===== config.mk =====
export PLATFORM = sky130hd
export DESIGN_NAME = spi_adc_responder
export DESIGN_NICKNAME = d
export VERILOG_FILES = /design/src/rtl/spi_adc_responder.sv
export SDC_FILE = /design/constraint.sdc
export NUM_CORES = 1
export LEC_CHECK = 0
export BUFFER_PORTS_ARGS = -buffer_cell sky130_fd_sc_hd__buf_2
export CAP_MARGIN = 10
export CORE_MARGIN = 4
export CORE_UTILIZATION = 25
export CTS_BUF_LIST = sky130_fd_sc_hd__clkbuf_2
export CTS_CLUSTER_SIZE = 24
export DETAILED_ROUTE_END_ITERATION = 10
export GPL_TIMING_DRIVEN = 0
export PLACE_DENSITY = 0.53
export SYNTH_ARGS = -nofsm -noshare
export SYNTH_HDL_FRONTEND = slang
export SYNTH_SLANG_ARGS = --single-unit

===== constraint.sdc =====
create_clock -name clk -period 2.6 [get_ports clk]
set_clock_uncertainty 0.05 [all_clocks]
set_input_delay 0.78 -clock clk [delete_from_list [all_inputs] [get_ports clk]]
set_output_delay 0.78 -clock clk [all_outputs]
set_load 0.01 [all_outputs]

===== src/rtl/spi_adc_responder.sv =====
// spi_adc_responder: ADC end of the DAQ serial link.
// Watches the master's adc_cs / adc_sclk (both asynchronous to clk) through
// synchronizers, and shifts a DATA_W-bit sample out MSB-first on adc_dout.
// Samples arrive through a single-entry holding register with valid/ready.
//
// Handshake: a sample transfers on any clk edge where sample_valid and
// sample_ready are both high; sample_ready is simply "holding register empty".
//
// Build option: define SPI_ADC_RESP_RAMP_EN to replace the holding register
// with a free-running ramp that advances once per completed frame.
//
// SYNC_STAGES must be at least 2.
module spi_adc_responder #(
  parameter int DATA_W      = 12,
  parameter int SYNC_STAGES = 2
) (
  input  logic              clk,
  input  logic              reset_n,
  input  logic              adc_cs,
  input  logic              adc_sclk,
  output logic              adc_dout,
  input  logic [DATA_W-1:0] sample_din,
  input  logic              sample_valid,
  output logic              sample_ready,
  output logic              frame_done,
  output logic              frame_abort,
  output logic              stale,
  output logic [1:0]        fsm_state
);

  localparam int CNT_W = (DATA_W > 2) ? $clog2(DATA_W) : 1;
  localparam logic [CNT_W-1:0] CNT_TOP = CNT_W'(DATA_W - 1);

  typedef enum logic [1:0] {
    IDLE  = 2'd0,
    SHIFT = 2'd1,
    DONE  = 2'd2
  } state_t;

  state_t state_q, state_d;

  logic [SYNC_STAGES-1:0] cs_sync, sclk_sync;
  logic                   cs_d, sclk_d;
  logic                   cs_s, sclk_s;
  logic                   cs_fall, cs_rise, sclk_rise, sclk_fall;
  logic                   frame_start, last_rise, abort_ev;
  logic [DATA_W-1:0]      shreg, load_word;
  logic [CNT_W-1:0]       bit_cnt;
  logic                   done_q, abort_q;

  // Synchronizers plus one edge-detect flop; reset to the idle pin levels
  // so leaving reset with the bus idle produces no spurious edge.
  always_ff @(posedge clk) begin
    if (!reset_n) begin
      cs_sync   <= '1;
      cs_d      <= 1'b1;
      sclk_sync <= '0;
      sclk_d    <= 1'b0;
    end else begin
      cs_sync   <= {cs_sync[SYNC_STAGES-2:0], adc_cs};
      cs_d      <= cs_sync[SYNC_STAGES-1];
      sclk_sync <= {sclk_sync[SYNC_STAGES-2:0], adc_sclk};
      sclk_d    <= sclk_sync[SYNC_STAGES-1];
    end
  end

  assign cs_s      = cs_sync[SYNC_STAGES-1];
  assign sclk_s    = sclk_sync[SYNC_STAGES-1];
  assign cs_fall   = cs_d & ~cs_s;
  assign cs_rise   = ~cs_d & cs_s;
  assign sclk_rise = ~sclk_d & sclk_s;
  assign sclk_fall = sclk_d & ~sclk_s;

  // Frame events; a cs edge always wins over an sclk edge in the same cycle.
  assign frame_start = (state_q == IDLE) && cs_fall;
  assign abort_ev    = (state_q == SHIFT) && cs_rise;
  assign last_rise   = (state_q == SHIFT) && !cs_rise && sclk_rise && (bit_cnt == '0);

  // State register.
  always_ff @(posedge clk) begin
    if (!reset_n) state_q <= IDLE;
    else          state_q <= state_d;
  end

  // Next-state logic.
  always_comb begin
    state_d = state_q;
    case (state_q)
      IDLE:    if (cs_fall) state_d = SHIFT;
      SHIFT:   if (cs_rise) state_d = IDLE;
               else if (last_rise) state_d = DONE;
      DONE:    if (cs_rise) state_d = IDLE;
      default: state_d = IDLE;
    endcase
  end

  // Outputs: data only drives while shifting; pulses are registered events.
  always_comb begin
    adc_dout    = 1'b0;
    if (state_q == SHIFT) adc_dout = shreg[DATA_W-1];
    frame_done  = done_q;
    frame_abort = abort_q;
    fsm_state   = state_q;
  end

  // Shift register, bit counter and one-cycle frame pulses.
  always_ff @(posedge clk) begin
    if (!reset_n) begin
      shreg   <= '0;
      bit_cnt <= '0;
      done_q  <= 1'b0;
      abort_q <= 1'b0;
    end else begin
      done_q  <= last_rise;
      abort_q <= abort_ev;
      if (frame_start) begin
        shreg   <= load_word;
        bit_cnt <= CNT_TOP;
      end else if (state_q == SHIFT) begin
        if (sclk_rise && bit_cnt != '0) bit_cnt <= bit_cnt - 1'b1;
        if (sclk_fall) shreg <= {shreg[DATA_W-2:0], 1'b0};
      end
    end
  end

`ifdef SPI_ADC_RESP_RAMP_EN
  logic [DATA_W-1:0] ramp_q;
  logic              unused_inputs;

  assign unused_inputs = ^{sample_din, sample_valid};
  assign load_word     = ramp_q;
  assign sample_ready  = 1'b0;
  assign stale         = 1'b0;

  // Ramp advances only on completed frames, never on aborts; wraps naturally.
  always_ff @(posedge clk) begin
    if (!reset_n)       ramp_q <= '0;
    else if (last_rise) ramp_q <= ramp_q + DATA_W'(1);
  end
`else
  logic [DATA_W-1:0] hold_q;
  logic              hold_full_q, stale_q, hs;

  assign sample_ready = !hold_full_q;
  assign hs           = sample_valid && sample_ready;
  assign load_word    = hold_q;
  assign stale        = stale_q;

  // Holding register. hold_q is never cleared, so an empty register still
  // carries the last sample sent and a frame with nothing new re-sends it.
  // A handshake coinciding with frame start is kept for the next frame.
  always_ff @(posedge clk) begin
    if (!reset_n) begin
      hold_q      <= '0;
      hold_full_q <= 1'b0;
      stale_q     <= 1'b0;
    end else begin
      if (hs) hold_q <= sample_din;
      if (frame_start) begin
        hold_full_q <= hs;
        stale_q     <= !hold_full_q;
      end else if (hs) begin
        hold_full_q <= 1'b1;
      end
    end
  end
`endif

endmodule

== After elaboration in Yosys (flattened, before gate mapping) ==
Index checks and enable logic that the tools add are counted.
Widths: inputs -> output; s select.

* Register bits: 40
* Logic and storage cells: 63

* $add $sub $neg: 1
* Eq/ne operators: 5
* Mux-type cells: 14
* Bitwise logic cells: 9
* Reduce and logical (&&, ||, !) cells: 21

{| class="wikitable"
|+ Operator list
! cell !! number
|-
| $mux 12 || 3
|-
| $mux 4 || 3
|-
| $mux 2 || 4
|-
| $reduce_bool 2->1 || 4
|-
| $logic_and 1x1->1 || 7
|-
| $pmux 2 s3 || 1
|-
| $reduce_and 2->1 || 3
|-
| $not 1->1 || 5
|-
| $and 1x1->1 || 4
|-
| $logic_not 4->1 || 1
|-
| $ne 2x2->1 const B || 2
|-
| $reduce_bool 4->1 || 1
|-
| $sub 4x1->4 const B || 1
|-
| $mux 1 || 3
|-
| $ne 3x3->1 const B || 1
|-
| $reduce_and 3->1 || 1
|-
| $eq 2x1->1 const B || 1
|-
| $eq 2x2->1 const B || 1
|-
| $logic_not 1->1 || 2
|-
| $logic_not 2->1 || 1
|-
| $reduce_or 2->1 || 1
|}

== Depth between registers and ports, before layout ==
* Word-level depth: 9
* Gate-level depth with buffers: 5
* Gate-level depth less buffers: 5

== Worst setup path after synthesis ==
Ideal clock, no wire load.

* Kind: input-to-reg
* Start point: input port reset_n
* End point: register hold_q[0]
* Setup time: 0.132 ns
* Data arrival time: 1.571 ns
* Path slack: 0.847 ns
* Stages on the path: 5
* Buffers on the path: 3
* Path through: clkbuf_1 > inv_1 > buf_2 > clkbuf_1 > a21oi_1

{| class="wikitable"
|+ RTL lines
! what !! RTL line !! source
|-
| start, declared || 18 || <nowiki>input logic reset_n,</nowiki>
|-
| end signal, assigned || 158 || <nowiki>if (hs) hold_q <= sample_din;</nowiki>
|-
| end, declared || 141 || <nowiki>logic [DATA_W-1:0] hold_q;</nowiki>
|}

No word-level cell between the ends.

== Worst setup path in the final report ==
* Start point: register state_q[1], in the netlist fsm_state[1]
* End point: output port adc_dout

* Longest elaborated chain between the ends: 2

{| class="wikitable"
|+ RTL lines
! what !! RTL line !! source
|-
| start, declared || 40 || <nowiki>state_t state_q, state_d;</nowiki>
|-
| start signal, assigned || 82 || <nowiki>else state_q <= state_d;</nowiki>
|-
| $eq 2x1->1 || 100 || <nowiki>if (state_q == SHIFT) adc_dout = shreg[DATA_W-1];</nowiki>
|-
| $mux 1 || 100 ||
|-
| end, declared || 21 || <nowiki>output logic adc_dout,</nowiki>
|}

Every way passes these cells.

==> impl_metrics.prom <==
# TYPE chip_impl_metric gauge
chip_impl_metric{name="detailed_place_hpwl",unit="um"} 2633
chip_impl_metric{name="numCtsBuffers",unit=""} 5
chip_impl_metric{name="worst_slew_pin_slew",unit="ps"} 644.5
chip_impl_metric{name="worst-endpoint-required",unit="ps"} 1770
chip_impl_metric{name="finalWeightedCongestion",unit=""} 0.7754
chip_impl_metric{name="fin_nets",unit=""} 232
chip_impl_metric{name="power_per_cell_area",unit="nW/um^2"} 576.0
chip_impl_info{name="min_path_type",value="flip-flop to flip-flop"} 1
chip_impl_metric{name="dp_worst_setup_slack",unit="ps"} 517.6
chip_impl_metric{name="antenna_violating_nets_post_route",unit=""} 0
chip_impl_metric{name="ios",unit=""} 24
chip_impl_metric{name="syn_area",unit="sq um"} 1737
chip_impl_metric{name="hold_viol",unit=""} 0
chip_impl_metric{name="skew_pair_late_insertion_delay",unit="ps"} 390
chip_impl_metric{name="power_leakage",unit="uW"} 0.0007296
chip_impl_metric{name="drcViolationCount",unit=""} 0
chip_impl_metric{name="synth.net_count",unit=""} 203
chip_impl_info{name="global_route.peak_usage_layer",value="met1"} 1
chip_impl_metric{name="synth.lib_cells_used.distinct",unit=""} 36
chip_impl_metric{name="synth_async_sr_flop_share",unit=""} 0
chip_impl_metric{name="post-synth-top-area-fraction",unit=""} 0.4611
chip_impl_info{name="run_status",value="completed"} 1
chip_impl_metric{name="yosys_warnings",unit=""} 0
chip_impl_metric{name="floorplan.core_area",unit="sq um"} 6756
chip_impl_metric{name="use_met2",unit=""} 0.1337
chip_impl_metric{name="filler_cell_count",unit=""} 739
chip_impl_metric{name="number_of_diodes",unit=""} 0
chip_impl_metric{name="ys_seq_elements",unit=""} 40
chip_impl_metric{name="cts_resized",unit=""} 0
chip_impl_metric{name="setup_viol",unit=""} 0
chip_impl_metric{name="grt_max_degree",unit=""} 13
chip_impl_metric{name="global_route.usage.met3",unit=""} 0.01823
chip_impl_metric{name="num_vias",unit=""} 1341
chip_impl_info{name="rsz0062_at_grt",value="no"} 1
chip_impl_metric{name="antenna_found_initial",unit=""} 0
chip_impl_metric{name="drt-wirelength-per-cell",unit="um"} 12.47
chip_impl_info{name="synth_area_leaders",value="sky130_fd_sc_hd__dfxtp_1, sky130_fd_sc_hd__nand2_1, sky130_fd_sc_hd__a311oi_2"} 1
chip_impl_info{name="yosysTopAreaCell",value="sky130_fd_sc_hd__dfxtp_1"} 1
chip_impl_metric{name="clock.fmax",unit="GHz"} 0.4537
chip_impl_metric{name="syn_inst",unit=""} 185
chip_impl_info{name="clock_tree_from_tritoncts",value="done"} 1
chip_impl_info{name="synth.cells.most_frequent",value="sky130_fd_sc_hd__nand2_1, sky130_fd_sc_hd__dfxtp_1, sky130_fd_sc_hd__a21oi_1"} 1
chip_impl_metric{name="initialDrtViolationCount",unit=""} 111
chip_impl_metric{name="vdd.ir_drop.worst",unit="uV"} 230.1
chip_impl_metric{name="report.power.total",unit="uW"} 1158
chip_impl_metric{name="grt_first_pass_wirelength",unit="um"} 6403
chip_impl_metric{name="tritoncts_num_sinks",unit=""} 40
chip_impl_metric{name="fin_crit_sh",unit=""} 0.8477
chip_impl_metric{name="report.final.slew_viol_count",unit=""} 0
chip_impl_info{name="timing.critical_path.to_type",value="output pin"} 1
chip_impl_metric{name="synth_sequential_area_ratio",unit=""} 0.4611
chip_impl_info{name="synth_top_flop_cell",value="sky130_fd_sc_hd__dfxtp_1"} 1
chip_impl_metric{name="crit_arrival",unit="ps"} 1370
chip_impl_metric{name="final.setup.tns",unit="ps"} 0
chip_impl_metric{name="layout_min_cycle_time",unit="ps"} 2204
chip_impl_info{name="yosysMostFrequentCell",value="sky130_fd_sc_hd__nand2_1"} 1
chip_impl_metric{name="drive_above_1_share",unit=""} 0.2605
chip_impl_metric{name="chipHeight",unit="um"} 91.35
chip_impl_metric{name="crit_path_max_fanout",unit=""} 10
chip_impl_metric{name="gr-total-overflow",unit=""} 0
chip_impl_metric{name="first_global_vias",unit=""} 1273
chip_impl_info{name="cts.root.buffer_cell",value="sky130_fd_sc_hd__clkbuf_2"} 1
chip_impl_metric{name="setup_slack_of_the_critical_path_after_layout",unit="ps"} 395.9
chip_impl_metric{name="clkTransAtPathRegs",unit="ps"} 200
chip_impl_metric{name="routed_wl",unit="um"} 3680
chip_impl_metric{name="first_pass_iters",unit=""} 4
chip_impl_metric{name="track_usage",unit=""} 0.09451
chip_impl_metric{name="globalRouteMet1Util",unit=""} 0.1363
chip_impl_metric{name="max_cap_viol_count",unit=""} 0
chip_impl_metric{name="mean_syn_cell_area",unit="sq um"} 9.387
chip_impl_info{name="type_of_the_worst_setup_path",value="flip-flop to output pin"} 1
chip_impl_metric{name="buffer_ports.inserted",unit=""} 22
chip_impl_metric{name="postCtsSetupRepairBufs",unit=""} 0
chip_impl_info{name="crit_path_start_kind",value="flip-flop"} 1
chip_impl_metric{name="start_util",unit=""} 0.2570
chip_impl_metric{name="max-slew-margin-rel",unit=""} 0.5704
chip_impl_metric{name="multiInputGateArea",unit="sq um"} 829.5
chip_impl_metric{name="holdBufCountCts",unit=""} 0
chip_impl_metric{name="dieWidth",unit="um"} 91.35
chip_impl_metric{name="clockBufferDepth",unit=""} 2
chip_impl_metric{name="avgViaCountPerCell",unit=""} 4.546
chip_impl_metric{name="flow.area_growth_from_synthesis",unit="%"} 15.71
chip_impl_metric{name="ctsHtreeMaxLevel",unit=""} 2
chip_impl_metric{name="register_area",unit="sq um"} 800.8
chip_impl_metric{name="area_of_the_die",unit="sq um"} 8344
chip_impl_metric{name="number_of_synthesized_flops_with_an_enable_pin",unit=""} 0
chip_impl_metric{name="fp-row-count",unit=""} 30
## flip-flops by register name, summed over array words and instances, names as in the netlist
register	cells
frame_abort	1
cs_d	1
sclk_sync	2
fsm_state	2
frame_done	1
sclk_d	1
bit_cnt	4
hold_full_q	1
stale	1
hold_q	12
shreg	12
cs_sync	2
## routing by layer
layer  vias to the layer above  wire (um)
met2                        31       1493
met4                         0         74
li1                        703          -
met5                         -          0
met1                       602       2001
met3                         5        111
## logic make-up after synthesis
| logic type | share of synthesized area |
|---|---|
| buf+inv | 0.06124 |
| flops | 0.4611 |
| compound gates | 0.1880 |
| simple gates | 0.2824 |
| fa+ha+maj | 0.007203 |
## metrics by stage
stage               instance area (sq um)  instances    util  hold slack (ps)
finish                               2009        295  0.2974            386.5
global route                         2009        295  0.2974            411.0
CTS                                  2009        295  0.2974            392.2
detailed placement                   1947        287  0.2881            349.4
global placement                     1947        287  0.2881            339.4
floorplan                            1737        185       -            336.3
## critical path, cell delays in order (launching register included)
cell and delay [ps]:
sky130_fd_sc_hd__dfxtp_1 620, sky130_fd_sc_hd__and3b_1 220, sky130_fd_sc_hd__buf_2 140
## power breakdown
group,switching [uW],internal (uW)
combinational,73.9,61.6
sequential,19.2,644
clock,202,157
total,295,863
## cell usage in the layout (no fill, tap or decap), types with 5 or more instances in the layout
cell                       Yosys  layout
sky130_fd_sc_hd__inv_1         5       5
sky130_fd_sc_hd__nand2_2       5       5
sky130_fd_sc_hd__nor3_1       12      12
sky130_fd_sc_hd__dfxtp_1      40      40
sky130_fd_sc_hd__nand2_1      45      45
sky130_fd_sc_hd__a211oi_1      5       5
sky130_fd_sc_hd__clkbuf_1      5       5
sky130_fd_sc_hd__a21oi_1      14      14
sky130_fd_sc_hd__clkbuf_2      0       5
sky130_fd_sc_hd__buf_2         1      23
sky130_fd_sc_hd__a311oi_2     11      11
sky130_fd_sc_hd__nand2b_1      6       6
## final timing paths
kind                            cells after the start         start    endpoint  slack, ps
worst max-delay path                                2  fsm_state[1]    adc_dout        400
worst min-delay path                                1    cs_sync[0]  cs_sync[1]        390
worst min register to register                      1    cs_sync[0]  cs_sync[1]        390
worst max register to register                      5    bit_cnt[0]  bit_cnt[0]        980
## cell type report
class	instances	area share
flip-flops and latches	40	0.3985
plain buffers	13	0.04359
repair buffers	22	0.05479
inverters	5	0.009340
clock buffers	5	0.01245
well taps	80	0.04981
multi-input cells	127	0.4128
clock inverters	3	0.01868
Power figures use the tool's default switching activity.
